===== src/rtl/user_led_ctrl.sv =====
// -----------------------------------------------------------------------------
// user_led_ctrl
//   Multi-channel LED/indicator driver. Each of NUM_CH channels can be off,
//   follow its (synchronised) input, PWM-dim or blink, with optional output
//   inversion. Configuration is written over a zero-wait AHB-lite slave port.
//
// Ports
//   sys_clock            sole clock, rising edge
//   reset                synchronous, active-high
//   chn_in[NUM_CH]       per-channel source, asynchronous to sys_clock
//   mem_ahb_htrans       transfer type (bit1 = NONSEQ/SEQ)
//   mem_ahb_hready       bus ready; address phase taken only when high
//   mem_ahb_hwrite       1 = write
//   mem_ahb_haddr        byte address, only [7:0] decoded
//   mem_ahb_hsize        ignored (all accesses are 32-bit)
//   mem_ahb_hwdata       write data (data phase)
//   mem_ahb_hreadyout    always 1 (no wait states)
//   mem_ahb_hresp        always 0 (OKAY)
//   mem_ahb_hrdata       read data (data phase), 0 otherwise
//   led_out[NUM_CH]      registered LED drive
//
// Register map (byte offsets)
//   0x00     CTRL      bit0 EN
//   0x04     PRESCALE  [PRESCALE_BITS-1:0]
//   0x10+8n  CFG(n)    [2:0] MODE, bit3 INV
//   0x14+8n  DUTY(n)   [PWM_BITS-1:0]
// -----------------------------------------------------------------------------
module user_led_ctrl #(
  parameter int NUM_CH        = 2,
  parameter int PWM_BITS      = 8,
  parameter int PRESCALE_BITS = 16
) (
  input  logic                 sys_clock,
  input  logic                 reset,
  input  logic [NUM_CH-1:0]    chn_in,
  input  logic [1:0]           mem_ahb_htrans,
  input  logic                 mem_ahb_hready,
  input  logic                 mem_ahb_hwrite,
  input  logic [31:0]          mem_ahb_haddr,
  input  logic [2:0]           mem_ahb_hsize,
  input  logic [31:0]          mem_ahb_hwdata,
  output logic                 mem_ahb_hreadyout,
  output logic                 mem_ahb_hresp,
  output logic [31:0]          mem_ahb_hrdata,
  output logic [NUM_CH-1:0]    led_out
);

  localparam logic [PWM_BITS-1:0]      PWM_MAX = '1;
  localparam logic [PWM_BITS-1:0]      PWM_ONE = 1;
  localparam logic [PRESCALE_BITS-1:0] PRE_ONE = 1;

  localparam logic [2:0] MODE_FOLLOW = 3'd1;
  localparam logic [2:0] MODE_PWM    = 3'd2;
  localparam logic [2:0] MODE_BLINK  = 3'd3;

  // ---------------------------------------------------------------------------
  // AHB-lite slave: register the address phase, act in the data phase
  // ---------------------------------------------------------------------------
  logic       dp_valid;
  logic       dp_write;
  logic [7:0] dp_addr;

  // NOTE: sequential state uses non-blocking assignments so every flop samples
  // pre-edge values and simulation matches the synthesised registers.
  always_ff @(posedge sys_clock) begin
    if (reset) begin
      dp_valid <= 1'b0;
      dp_write <= 1'b0;
      dp_addr  <= '0;
    end else if (mem_ahb_hready) begin
      dp_valid <= mem_ahb_htrans[1];
      dp_write <= mem_ahb_hwrite;
      dp_addr  <= mem_ahb_haddr[7:0];
    end
  end

  assign mem_ahb_hreadyout = 1'b1;
  assign mem_ahb_hresp     = 1'b0;

  // Word decode of the data-phase address. Channel words start at word 4 and
  // come in CFG/DUTY pairs, so word[0] picks DUTY and word[5:1]-2 is the channel.
  logic [5:0] word;
  logic       is_ctrl;
  logic       is_pre;
  logic       is_ch;
  logic       is_duty;
  logic [4:0] ch_idx;
  logic       wr_en;
  logic       rd_en;

  assign word    = dp_addr[7:2];
  assign is_ctrl = (word == 6'd0);
  assign is_pre  = (word == 6'd1);
  assign is_ch   = (word >= 6'd4);
  assign is_duty = word[0];
  assign ch_idx  = word[5:1] - 5'd2;
  assign wr_en   = dp_valid && dp_write && mem_ahb_hready;
  assign rd_en   = dp_valid && !dp_write;

  // ---------------------------------------------------------------------------
  // Configuration registers
  // ---------------------------------------------------------------------------
  logic                     en_q;
  logic [PRESCALE_BITS-1:0] prescale_q;
  logic [3:0]               cfg_q  [NUM_CH];
  logic [PWM_BITS-1:0]      duty_q [NUM_CH];
  logic                     pre_wr;

  assign pre_wr = wr_en && is_pre;

  // NOTE: the per-channel arrays are a handful of flops, not a RAM, so they
  // are reset explicitly; software relies on every channel starting OFF.
  always_ff @(posedge sys_clock) begin
    if (reset) begin
      en_q       <= 1'b0;
      prescale_q <= '0;
      for (int i = 0; i < NUM_CH; i++) begin
        cfg_q[i]  <= '0;
        duty_q[i] <= '0;
      end
    end else if (wr_en) begin
      if (is_ctrl) en_q       <= mem_ahb_hwdata[0];
      if (is_pre)  prescale_q <= mem_ahb_hwdata[PRESCALE_BITS-1:0];
      for (int i = 0; i < NUM_CH; i++) begin
        if (is_ch && ch_idx == 5'(i)) begin
          if (is_duty) duty_q[i] <= mem_ahb_hwdata[PWM_BITS-1:0];
          else         cfg_q[i]  <= mem_ahb_hwdata[3:0];
        end
      end
    end
  end

  // Read mux: zero outside a read data phase and for any unmapped word.
  // NOTE: every combinational output gets a default first so no path leaves
  // it unassigned, which would otherwise infer a latch.
  always_comb begin
    mem_ahb_hrdata = '0;
    if (rd_en) begin
      if (is_ctrl) mem_ahb_hrdata = {31'd0, en_q};
      if (is_pre)  mem_ahb_hrdata = 32'(prescale_q);
      for (int i = 0; i < NUM_CH; i++) begin
        if (is_ch && ch_idx == 5'(i)) begin
          mem_ahb_hrdata = is_duty ? 32'(duty_q[i]) : 32'(cfg_q[i]);
        end
      end
    end
  end

  // ---------------------------------------------------------------------------
  // Shared tick / PWM / blink timebase. Held at zero while disabled; a
  // PRESCALE write restarts it so the new rate begins from a clean phase.
  // ---------------------------------------------------------------------------
  logic [PRESCALE_BITS-1:0] pre_cnt;
  logic [PWM_BITS-1:0]      pwm_cnt;
  logic                     blink_q;
  logic                     tick;

  assign tick = (pre_cnt == prescale_q);

  always_ff @(posedge sys_clock) begin
    if (reset || !en_q || pre_wr) begin
      pre_cnt <= '0;
      pwm_cnt <= '0;
      blink_q <= 1'b0;
    end else if (tick) begin
      pre_cnt <= '0;
      pwm_cnt <= pwm_cnt + PWM_ONE;
      if (pwm_cnt == PWM_MAX) blink_q <= ~blink_q;
    end else begin
      pre_cnt <= pre_cnt + PRE_ONE;
    end
  end

  // ---------------------------------------------------------------------------
  // Input synchroniser and per-channel output
  // ---------------------------------------------------------------------------
  logic [NUM_CH-1:0] sync1_q;
  logic [NUM_CH-1:0] sync2_q;
  logic [NUM_CH-1:0] level;
  logic [NUM_CH-1:0] inv;

  always_comb begin
    level = '0;
    inv   = '0;
    for (int i = 0; i < NUM_CH; i++) begin
      inv[i] = cfg_q[i][3];
      case (cfg_q[i][2:0])
        MODE_FOLLOW: level[i] = sync2_q[i];
        MODE_PWM:    level[i] = (pwm_cnt < duty_q[i]);
        MODE_BLINK:  level[i] = blink_q;
        default:     level[i] = 1'b0;  // OFF and reserved modes 4..7
      endcase
    end
  end

  always_ff @(posedge sys_clock) begin
    if (reset) begin
      sync1_q <= '0;
      sync2_q <= '0;
      led_out <= '0;
    end else begin
      sync1_q <= chn_in;
      sync2_q <= sync1_q;
      // Disabled forces the pins low even on inverted channels.
      led_out <= en_q ? (level ^ inv) : '0;
    end
  end

  // Bus fields this slave deliberately does not decode.
  logic unused_bits;
  assign unused_bits = ^{mem_ahb_hsize, mem_ahb_haddr[31:8], mem_ahb_htrans[0],
                         mem_ahb_hwdata, dp_addr[1:0]};

endmodule


===== config.mk =====
export PLATFORM = sky130hd
export DESIGN_NAME = user_led_ctrl
export DESIGN_NICKNAME = d
export VERILOG_FILES = /design/src/rtl/user_led_ctrl.sv
export SDC_FILE = /design/constraint.sdc
export NUM_CORES = 1
export LEC_CHECK = 0
export ABC_AREA = 1
export BUFFER_PORTS_ARGS = -buffer_cell sky130_fd_sc_hd__buf_2
export CORE_MARGIN = 3
export CORE_UTILIZATION = 50
export CTS_BUF_LIST = sky130_fd_sc_hd__clkbuf_2 sky130_fd_sc_hd__clkbuf_4 sky130_fd_sc_hd__clkbuf_8
export DETAILED_ROUTE_END_ITERATION = 16
export PLACE_DENSITY = 0.79
export SLEW_MARGIN = 20
export SYNTH_ARGS = -nofsm -noshare
export SYNTH_HDL_FRONTEND = slang
export SYNTH_SLANG_ARGS = --single-unit
export TNS_END_PERCENT = 5

===== constraint.sdc =====
create_clock -name sys_clock -period 2.2 [get_ports sys_clock]
set_input_delay 0.33 -clock sys_clock [delete_from_list [all_inputs] [get_ports sys_clock]]
set_output_delay 0.33 -clock sys_clock [all_outputs]
set_load 0.05 [all_outputs]

Word-level counts from Yosys, hierarchy flattened
Memory sizes are Yosys's and may differ from the RTL's.
Cells that the tools add are included.
{"block": "totals", "mem_bits_rw": 24, "in_bits": 75, "out_inout_bits": 36, "n_memories": 2, "elab_cells": 86, "regBits": 58}
{"block": "classes", "eq_ne": 10, "muxes": 33, "addsub": 3, "bitwise": 7, "order_cmp": 3, "reduce_logical": 17}
{"memory": "duty_q", "depth": 2, "width": 8, "rd": 2, "rd_clocked_by_memory_dff": 0, "wr": 2, "line_no": "106", "rtl": "logic [PWM_BITS-1:0] duty_q [NUM_CH];"}
{"memory": "cfg_q", "depth": 2, "width": 4, "rd": 2, "rd_clocked_by_memory_dff": 0, "wr": 2, "line_no": "105", "rtl": "logic [3:0] cfg_q [NUM_CH];"}
{"cell": "2-to-1 mux 32 bit", "n": 4}
{"cell": "2-to-1 mux 8 bit", "n": 4}
{"cell": "2-to-1 mux 1 bit", "n": 21}
{"cell": "adder 16 x 1 -> 16 bit, second input constant", "n": 1}
{"cell": "== test 16 bit", "n": 1}
{"cell": "less-than comparator 8 bit", "n": 2}
{"cell": "== test 3 x 2 -> 1 bit, second input constant", "n": 4}
{"cell": "adder 8 x 1 -> 8 bit, second input constant", "n": 1}
{"cell": "== test 8 bit, second input constant", "n": 1}
{"cell": "2-to-1 mux 4 bit", "n": 2}
{"cell": "== test 3 x 1 -> 1 bit, second input constant", "n": 2}
{"cell": "== test 6 x 1 -> 1 bit, second input constant", "n": 1}
{"cell": ">= comparator 6 x 3 -> 1 bit, second input constant", "n": 1}
{"cell": "logical AND 1 bit", "n": 6}
{"cell": "zero test 6 bit", "n": 1}
{"cell": "case mux 1 bit (3 select lines)", "n": 2}
{"cell": "AND reduction 2 bit", "n": 3}
{"cell": "== test 5 x 1 -> 1 bit, second input constant", "n": 1}
{"cell": "zero test 5 bit", "n": 1}
{"cell": "subtractor 5 x 2 -> 5 bit, second input constant", "n": 1}
{"cell": "OR 1 bit", "n": 4}
{"cell": "OR reduction 2 bit", "n": 2}
{"cell": "zero test 1 bit", "n": 2}
{"cell": "logical OR 1 bit", "n": 2}
{"cell": "other kinds (2)", "n": 3}

Logic depth before layout (Yosys ltp)
Gate-level depths: netlist of the first run.
{"block": "depth", "depth_word": 8, "ltp_mapped": 13, "mapped_depth_nobuf": 13}

Worst setup path before layout of the first run
OpenSTA, ideal clock, no wires.
{"block": "synth_path", "path_type": "register -> output", "from": "reg dp_addr[4]", "to": "out mem_ahb_hrdata[4]", "t_required_ns": 1.870, "path_buffers": 0, "path_slack_ns": -0.185, "path_stages_with_launch": 12, "arrival_time_ns": 2.055, "path_cell_list": "dfxtp_1 > inv_1 > ha_1 > inv_1 > nor2_1 > nor2_1 > nand2_1 > nor2_1 > nand2_2 > nor2_2 > nand2_1 > a21oi_1"}
{"block": "synth_via", "elab_chain_cells": 6, "elab_cells_between_ends": 11, "cone_classes": "add/sub (1); order compare (1); eq/ne (2); mux (4); reduce/logical (3)"}
{"item": "from (decl)", "line_no": "61", "rtl": "logic [7:0] dp_addr;"}
{"item": "from (signal assigned)", "line_no": "73", "rtl": "dp_addr <= mem_ahb_haddr[7:0];"}
{"item": "subtractor 5 x 2 -> 5 bit", "line_no": "96", "rtl": "assign ch_idx = word[5:1] - 5'd2;"}
{"item": "zero test 5 bit", "line_no": "142", "rtl": "if (is_ch && ch_idx == 5'(i)) begin"}
{"item": "logical AND 1 bit", "line_no": "142"}
{"item": "2-to-1 mux 32 bit", "line_no": "142"}
{"item": "2-to-1 mux 32 bit (*)", "line_no": "142"}
{"item": "2-to-1 mux 32 bit (*)", "line_no": "138", "rtl": "if (rd_en) begin"}
{"item": "to (decl)", "line_no": "44", "rtl": "output logic [31:0] mem_ahb_hrdata,"}
Every way passes the cells marked *; elsewhere a longest branch is shown, timed or not.

Final worst setup path of the first run
{"block": "layout_path", "from": "reg dp_addr[4]", "to": "out mem_ahb_hrdata[2]"}
The elaborated chain is that of the path after synthesis.

==> results of run 1 <==
[state kept, by name (all words and copies together) (netlist names), 2 cells and up]
register    cells
cfg_q           8
dp_addr         6
duty_q         16
led_out         2
pre_cnt        16
prescale_q     16
pwm_cnt         8
sync1_q         2
sync2_q         2
[cell usage in the layout, fill, tap and decap left out, drive strengths merged, types with 9 or more instances in the layout]
cell type  instances
a21oi             40
buf               61
clkbuf             9
conb              18
dfxtp             56
edfxtp            24
ha                19
inv               73
nand2            118
nand3             22
nand4             15
nor2              90
nor3              13
o21ai             37
xnor2              9
xor2              19
[power by group]
part	total [W]	internal, W	switching (W)
Sequential	0.00156	0.00154	0.0000188
Clock	0.000961	0.000410	0.000551
Combinational	0.000298	0.0000821	0.000216
[Yosys cell counts, drive strengths merged (2+ instances only)]
master  count
dfxtp      56
nor3b       3
nand4      15
inv        71
o21a        2
nand2     117
edfxtp     24
nor2       90
xnor2       9
clkbuf      6
nor3       13
buf        26
o21ai      37
nand3      22
clkinv      2
ha         19
xor2       19
conb        2
a21oi      40
[metrics by stage]
step	area, sq um	hold slack, ps	utilization [%]	setup TNS, ps	setup WS [ps]
after floorplan	4436	388.3	-	-1417	-185.0
after global placement	4669	393.3	55.99	0	30.32
after detailed placement	4669	398.9	55.99	-97.99	-31.45
after CTS	5049	170.1	60.53	-2294	-235.7
after global routing	5107	179.5	61.24	-4820	-358.6
final	5107	171.9	61.24	-3033	-239.2
[cell type report]
cell class / instances / area [sq um]
Timing Repair Buffer: 61 / 450.4
Tap cell: 105 / 131.4
Clock inverter: 7 / 46.29
Inverter: 73 / 286.5
Clock buffer: 9 / 123.9
Sequential cell: 80 / 1846
Fill cell: 730 / 3233
Multi-Input combinational cell: 410 / 2223
[metal layers]
layer	vias up	GRT usage, %
li1	1939	-
met1	1788	25.17
met2	154	36.93
met3	29	4.558
met4	0	7.038
met5	-	0
[cells by family after synthesis]
logic type                 count (synthesis)  synth area share [%]
and+or+nand+nor                          264                 26.05
buffers and inverters                    105                 11.30
AOI/OAI and AO/OA                         80                 9.302
DFF                                       80                 42.13
xor gates and xnor gates                  28                 5.610
adders and majority gates                 19                 5.438
other                                      2                0.1718
[final timing paths]
path / startpoint / end / slack, ps / cells past startpoint
min reg2reg: sync1_q[0]$_SDFF_PP0_ / sync2_q[0]$_SDFF_PP0_ / 400 / 2
max: dp_addr[4]$_SDFFE_PP0P_ / mem_ahb_hrdata[2] / -240 / 13
min: chn_in[0] / sync1_q[0]$_SDFF_PP0_ / 170 / 3
max reg2reg: dp_addr[4]$_SDFFE_PP0P_ / duty_q[0][14]$_DFFE_PP_ / 110 / 14
[what timing repair did]
action	4_1_cts	5_1_grt
gates resized for setup	64	13
setup endpoints to repair	16	16
setup buffers	1	3
pin swaps	17	9
gates cloned	1	0
[worst min-delay path, delay by kind of cell]
family / cells / cell delay, ps
buffers and inverters: 2 / 100
AND/OR/NAND/NOR: 1 / 60
==> impl_metrics.csv, run 1 <==
group,metric,value,unit
sta,setup_ws,-239.2,ps
sta,slew_headroom,66.96,%
critical_path,cp_slowest_stage_delay,330,ps
critical_path,critPathTopFamily,"simple AND/OR/NAND/NOR gates",
drt,highest_layer,"met4",
synth,synth.ff_latch_count,80,
critical_path,required,1870,ps
critical_path,path_common_cell,"nand3_1",
floorplan,die_height,99.51,um
drt,wl_met2,5036,um
pwr,powerDensity,552.6,mW/mm^2
critical_path,slowest_stage,"dfxtp_2",
drt,drtAntennaViolNets,0,
final_layout,area_delta_synth_final,16.83,%
clock_network,worstSkewPairLatency,360,ps
drt,firstDrtPassIters,5,
critical_path,critPathMaxFanout,6,
final_layout,fin_cells,745,
synth,synthCells,578,
clock_network,cts-root-buf,"clkbuf_8",
critical_path,worstSetupStartpointType,"flop",
synth,seq_area_frac_synth,42.13,%
flow_run,max_cap_violations,0,
drt,dr.first_iter.drc_count,348,
synth,syn_area,0.004372,sq mm
critical_path,end_kind,"output port",
sta,worstMarginPinSlew,491.8,ps
sta,hold_viol,0,
final_layout,drive_above_1_share,18.91,%
sta,rsz0062_at_grt,"yes",
floorplan,start_util,52.42,%
global_routing,grt_pass1_vias,3692,
synth,ys_types,32,
clock_network,numCtsBuffers,9,
floorplan,num_rows,33,
hold_path,hold_class,"in -> reg",
pwr,leakagePower,2.288,nW
clock_network,cts_tree,"built",
placement,port_buffers,46,
synth,yosys.area.top_type_share,25.64,%
clock_network,hold_buffers,0,
critical_path,path_cells,"buf_4 -> ha_1 -> nand3_1 -> nand2_1 -> nand3_1 -> inv_2 -> nand2_4 -> buf_4 -> inv_2 -> nand3_1 -> nand3_2 -> nor2_2 -> buf_6",
global_routing,grt_usage,20.92,%
drt,drt-wirelength-per-cell,13.45,um
synth,yosysWarningCount,0,
drt,drt-total-wl,10020,um
sta,finalSetupViolCount,16,
final_layout,fin_nets,729,
pwr,peakVddDrop,0.4317,mV
drt,drc,0,
final_layout,antenna_cells,0,
global_routing,overflow,0,
placement,dp_hpwl,7337,um
placement,gp_congestion,0.9128,
clock_network,clk_pin_slew,80,ps
floorplan,ioPinCount,111,
synth,syn_area_per_cell,7.563,sq um
status,failed_checks,"setup timing",
drt,viasPerCell,5.248,
sta,period_minus_slack,2439,ps
critical_path,setup.worst_path.class,"reg -> out",
global_routing,grt_pass1_wl,16700,um
synth,ys_top_cells_by_area,"dfxtp_1, edfxtp_1, nand2_1",
floorplan,coreArea,0.008341,sq mm
synth,synth_top_cell_by_area,"dfxtp_1",
placement,placedCellCount,725,
sta,finClkSkew,10.94,ps
drt,route.vias.total,3910,
drt,drt-met1-wl,4008,um
sta,maxSlewViolCount,0,
global_routing,grt_max_degree,25,
pwr,finalPower,0.002822,W
sta,fmax,410.0,MHz
clock_network,cts_buffer_depth,2,
critical_path,crit_arrival,2110,ps
clock_network,htree_levels,3,
global_routing,grt_antenna_before_repair,0,
clock_network,numClockSinks,80,
sta,finalCritPeriodShare,110.9,%
synth,synthFlopType,"dfxtp_1",
drt,wl_met3,663,um
status,status,"finished with violations",
synth,async_flop_share,0,%
critical_path,cp_num_buf_inv,5,
floorplan,dieWidth,99.51,um
synth,synth-edff-count,24,
floorplan,fp.dieArea,0.009901,sq mm
(Power assumes the default switching activity.)
==> inputs of run 2 (changes only) <==
--- a/config.mk
+++ b/config.mk
@@ -14,2 +14,3 @@
 export PLACE_DENSITY = 0.79
+export SETUP_SLACK_MARGIN = 0.3
 export SLEW_MARGIN = 20
==> constraint.sdc (replaced) <==
create_clock -name sys_clock -period 2.2 [get_ports sys_clock]
set_input_delay 0.22 -clock sys_clock [delete_from_list [all_inputs] [get_ports sys_clock]]
set_output_delay 0.22 -clock sys_clock [all_outputs]
set_load 0.05 [all_outputs]
==> impl_metrics.csv, run 2 (synthesis gave the netlist of run 1 again) <==
group,metric,value,unit
global_routing,grt_pass1_vias,3740,
flow_run,max_cap_violations,0,
sta,hold_viol,0,
clock_network,clk_pin_slew,80,ps
sta,finClkSkew,8.824,ps
final_layout,mostFrequentLayoutCells,"nand2_1, inv_1, nor2_1",
pwr,clkPwrFrac,41.3,%
clock_network,cts_buffer_depth,2,
pwr,leakagePower,2.298,nW
final_layout,antenna_cells,0,
pwr,power_switching_share,24.11,%
global_routing,grt_usage,20.92,%
global_routing,grt_pass1_wl,16810,um
critical_path,critPathMaxFanout,7,
placement,dp_hpwl,7245,um
drt,route.vias.total,3885,
drt,viasPerCell,5.215,
floorplan,start_util,52.42,%
critical_path,path_common_cell,"nor2_2",
drt,drt-wirelength-per-cell,13.63,um
pwr,internal_power,0.002403,W
pwr,pwr-share-seq,49.3,%
sta,finalSetupViolCount,8,
pwr,power_frac_comb,9.4,%
critical_path,setup.worst_path.class,"reg -> out",
critical_path,required,1980,ps
final_layout,largestRegisters,"duty_q x16, pre_cnt x16, prescale_q x16",
final_layout,drive_above_1_share,22.97,%
final_layout,fin_nets,729,
final_layout,area_delta_synth_final,20.98,%
final_layout,final_common_cell,"nand2_1",
hold_path,hold_class,"in -> reg",
drt,drc,0,
critical_path,critPathTopFamily,"simple AND/OR/NAND/NOR gates",
drt,dr.first_iter.drc_count,248,
final_layout,final_area,0.005289,sq mm
placement,gp_congestion,0.9209,
critical_path,cp_num_buf_inv,4,
global_routing,overflow,0,
drt,drtAntennaViolNets,0,
clock_network,htree_levels,3,
critical_path,worstSetupStartpointType,"flop",
placement,placed_area,0.004663,sq mm
floorplan,coreArea,0.008341,sq mm
clock_network,numClockSinks,80,
pwr,powerDensity,598.8,mW/mm^2
sta,finalCritPeriodShare,105.0,%
global_routing,grt_max_degree,25,
placement,port_buffers,46,
drt,drt-total-wl,10150,um
floorplan,ioPinCount,111,
drt,firstDrtPassIters,5,
status,failed_checks,"setup timing",
pwr,peakVddDrop,0.3944,mV
sta,slew_headroom,59.24,%
critical_path,crit_arrival,2090,ps
clock_network,cts_tree,"built",
critical_path,path_cells,"inv_2 -> ha_4 -> inv_4 -> nor2_4 -> nor2_2 -> nand2_2 -> nor2_2 -> nand2_4 -> buf_4 -> nand3_1 -> nand2_1 -> a21oi_2 -> buf_6",
clock_network,worstSkewPairLatency,360,ps
sta,setup_ws,-110.6,ps
global_routing,grt_antenna_before_repair,1,
sta,worstMarginPinSlew,610.7,ps
clock_network,numCtsBuffers,9,
pwr,netSwitchingPower,0.0007634,W
critical_path,end_kind,"output port",
floorplan,die_height,99.51,um
final_layout,fillers,682,
floorplan,num_rows,33,
critical_path,slowest_stage,"dfxtp_2",
clock_network,hold_buffers,0,
sta,fmax,432.8,MHz
pwr,finalPower,0.003167,W
floorplan,fp.dieArea,0.009901,sq mm
clock_network,cts-root-buf,"clkbuf_8",
status,status,"finished with violations",
sta,period_minus_slack,2311,ps
critical_path,cp_slowest_stage_delay,340,ps
sta,rsz0062_at_grt,"yes",
sta,maxSlewViolCount,0,
sta,fin_hold_ws,68.83,ps
floorplan,dieWidth,99.51,um
## run 2: cell types whose count changed in the layout (fill, tap and decap cells not counted), sizes merged
cell	delta
clkinv	-6
clkbuf	+5
bufinv	+2
buf	+1
inv	-1
nand2	-1
## run 2: metrics by stage
| stage | worst slack (ps) | cells | TNS, ps | utilization (%) |
|---|---|---|---|---|
| floorplan | 123.3 | 594 | 0 | - |
| global placement | 77.98 | 719 | 0 | 55.91 |
| detailed placement | 19.12 | 719 | 0 | 55.91 |
| CTS | -84.71 | 743 | -401.6 | 61.43 |
| global route | -211.0 | 745 | -2360 | 63.41 |
| finish | -110.6 | 745 | -578.6 | 63.41 |
## run 2: worst register-to-register path, stage by stage, from the launching register on
cell,delay [ps]
dfxtp_2,340
inv_2,60
ha_4,160
inv_4,50
nor2_4,30
nor2_2,90
nand2_2,90
nor2_2,150
nand2_4,120
inv_4,140
nand3_1,160
nand2_1,170
nand2_4,130
nor2_1,170
## run 2: layer usage
metal	share of wire, %	track usage (%)	up-vias
li1	-	-	1931
met1	42	24.50	1807
met2	51	37.55	122
met3	5.3	4.979	23
met4	2.2	6.723	2
met5	0.069	0	-
## run 2: path summary, 6_finish.rpt
kind / to / from / cells past startpoint / slack (ps)
max: mem_ahb_hrdata[0] / dp_addr[4]$_SDFFE_PP0P_ / 13 / -110
min: sync1_q[0]$_SDFF_PP0_ / chn_in[0] / 3 / 70
max reg2reg: duty_q[0][11]$_DFFE_PP_ / dp_addr[4]$_SDFFE_PP0P_ / 13 / 190
min reg2reg: sync2_q[1]$_SDFF_PP0_ / sync1_q[1]$_SDFF_PP0_ / 2 / 410
## run 2: repair_timing
item	in CTS	in global routing
resized for setup	52	43
pin swaps	15	9
setup buffers	8	2
setup endpoints to repair	88	102
## run 2: power groups by stage
stage | logic, W | registers [W] | clock network [W]
after CTS | 0.000271 | 0.00156 | 0.00131
after global routing | 0.000327 | 0.00157 | 0.00136
after global placement | 0.000246 | 0.00159 | 0
after floorplan | 0.000216 | 0.00159 | 0
after detailed placement | 0.000253 | 0.00159 | 0
final | 0.000297 | 0.00156 | 0.00131
## run 2: final cells by class
| class | instances | area (sq um) | share of cell area, % |
|---|---|---|---|
| multi-input cells | 409 | 2317 | 43.81 |
| well taps | 105 | 131.4 | 2.484 |
| repair buffers | 62 | 461.7 | 8.730 |
| clock inverters | 2 | 60.06 | 1.136 |
| clock buffers | 14 | 186.4 | 3.525 |
| flip-flops and latches | 80 | 1844 | 34.87 |
| inverters | 73 | 287.8 | 5.441 |
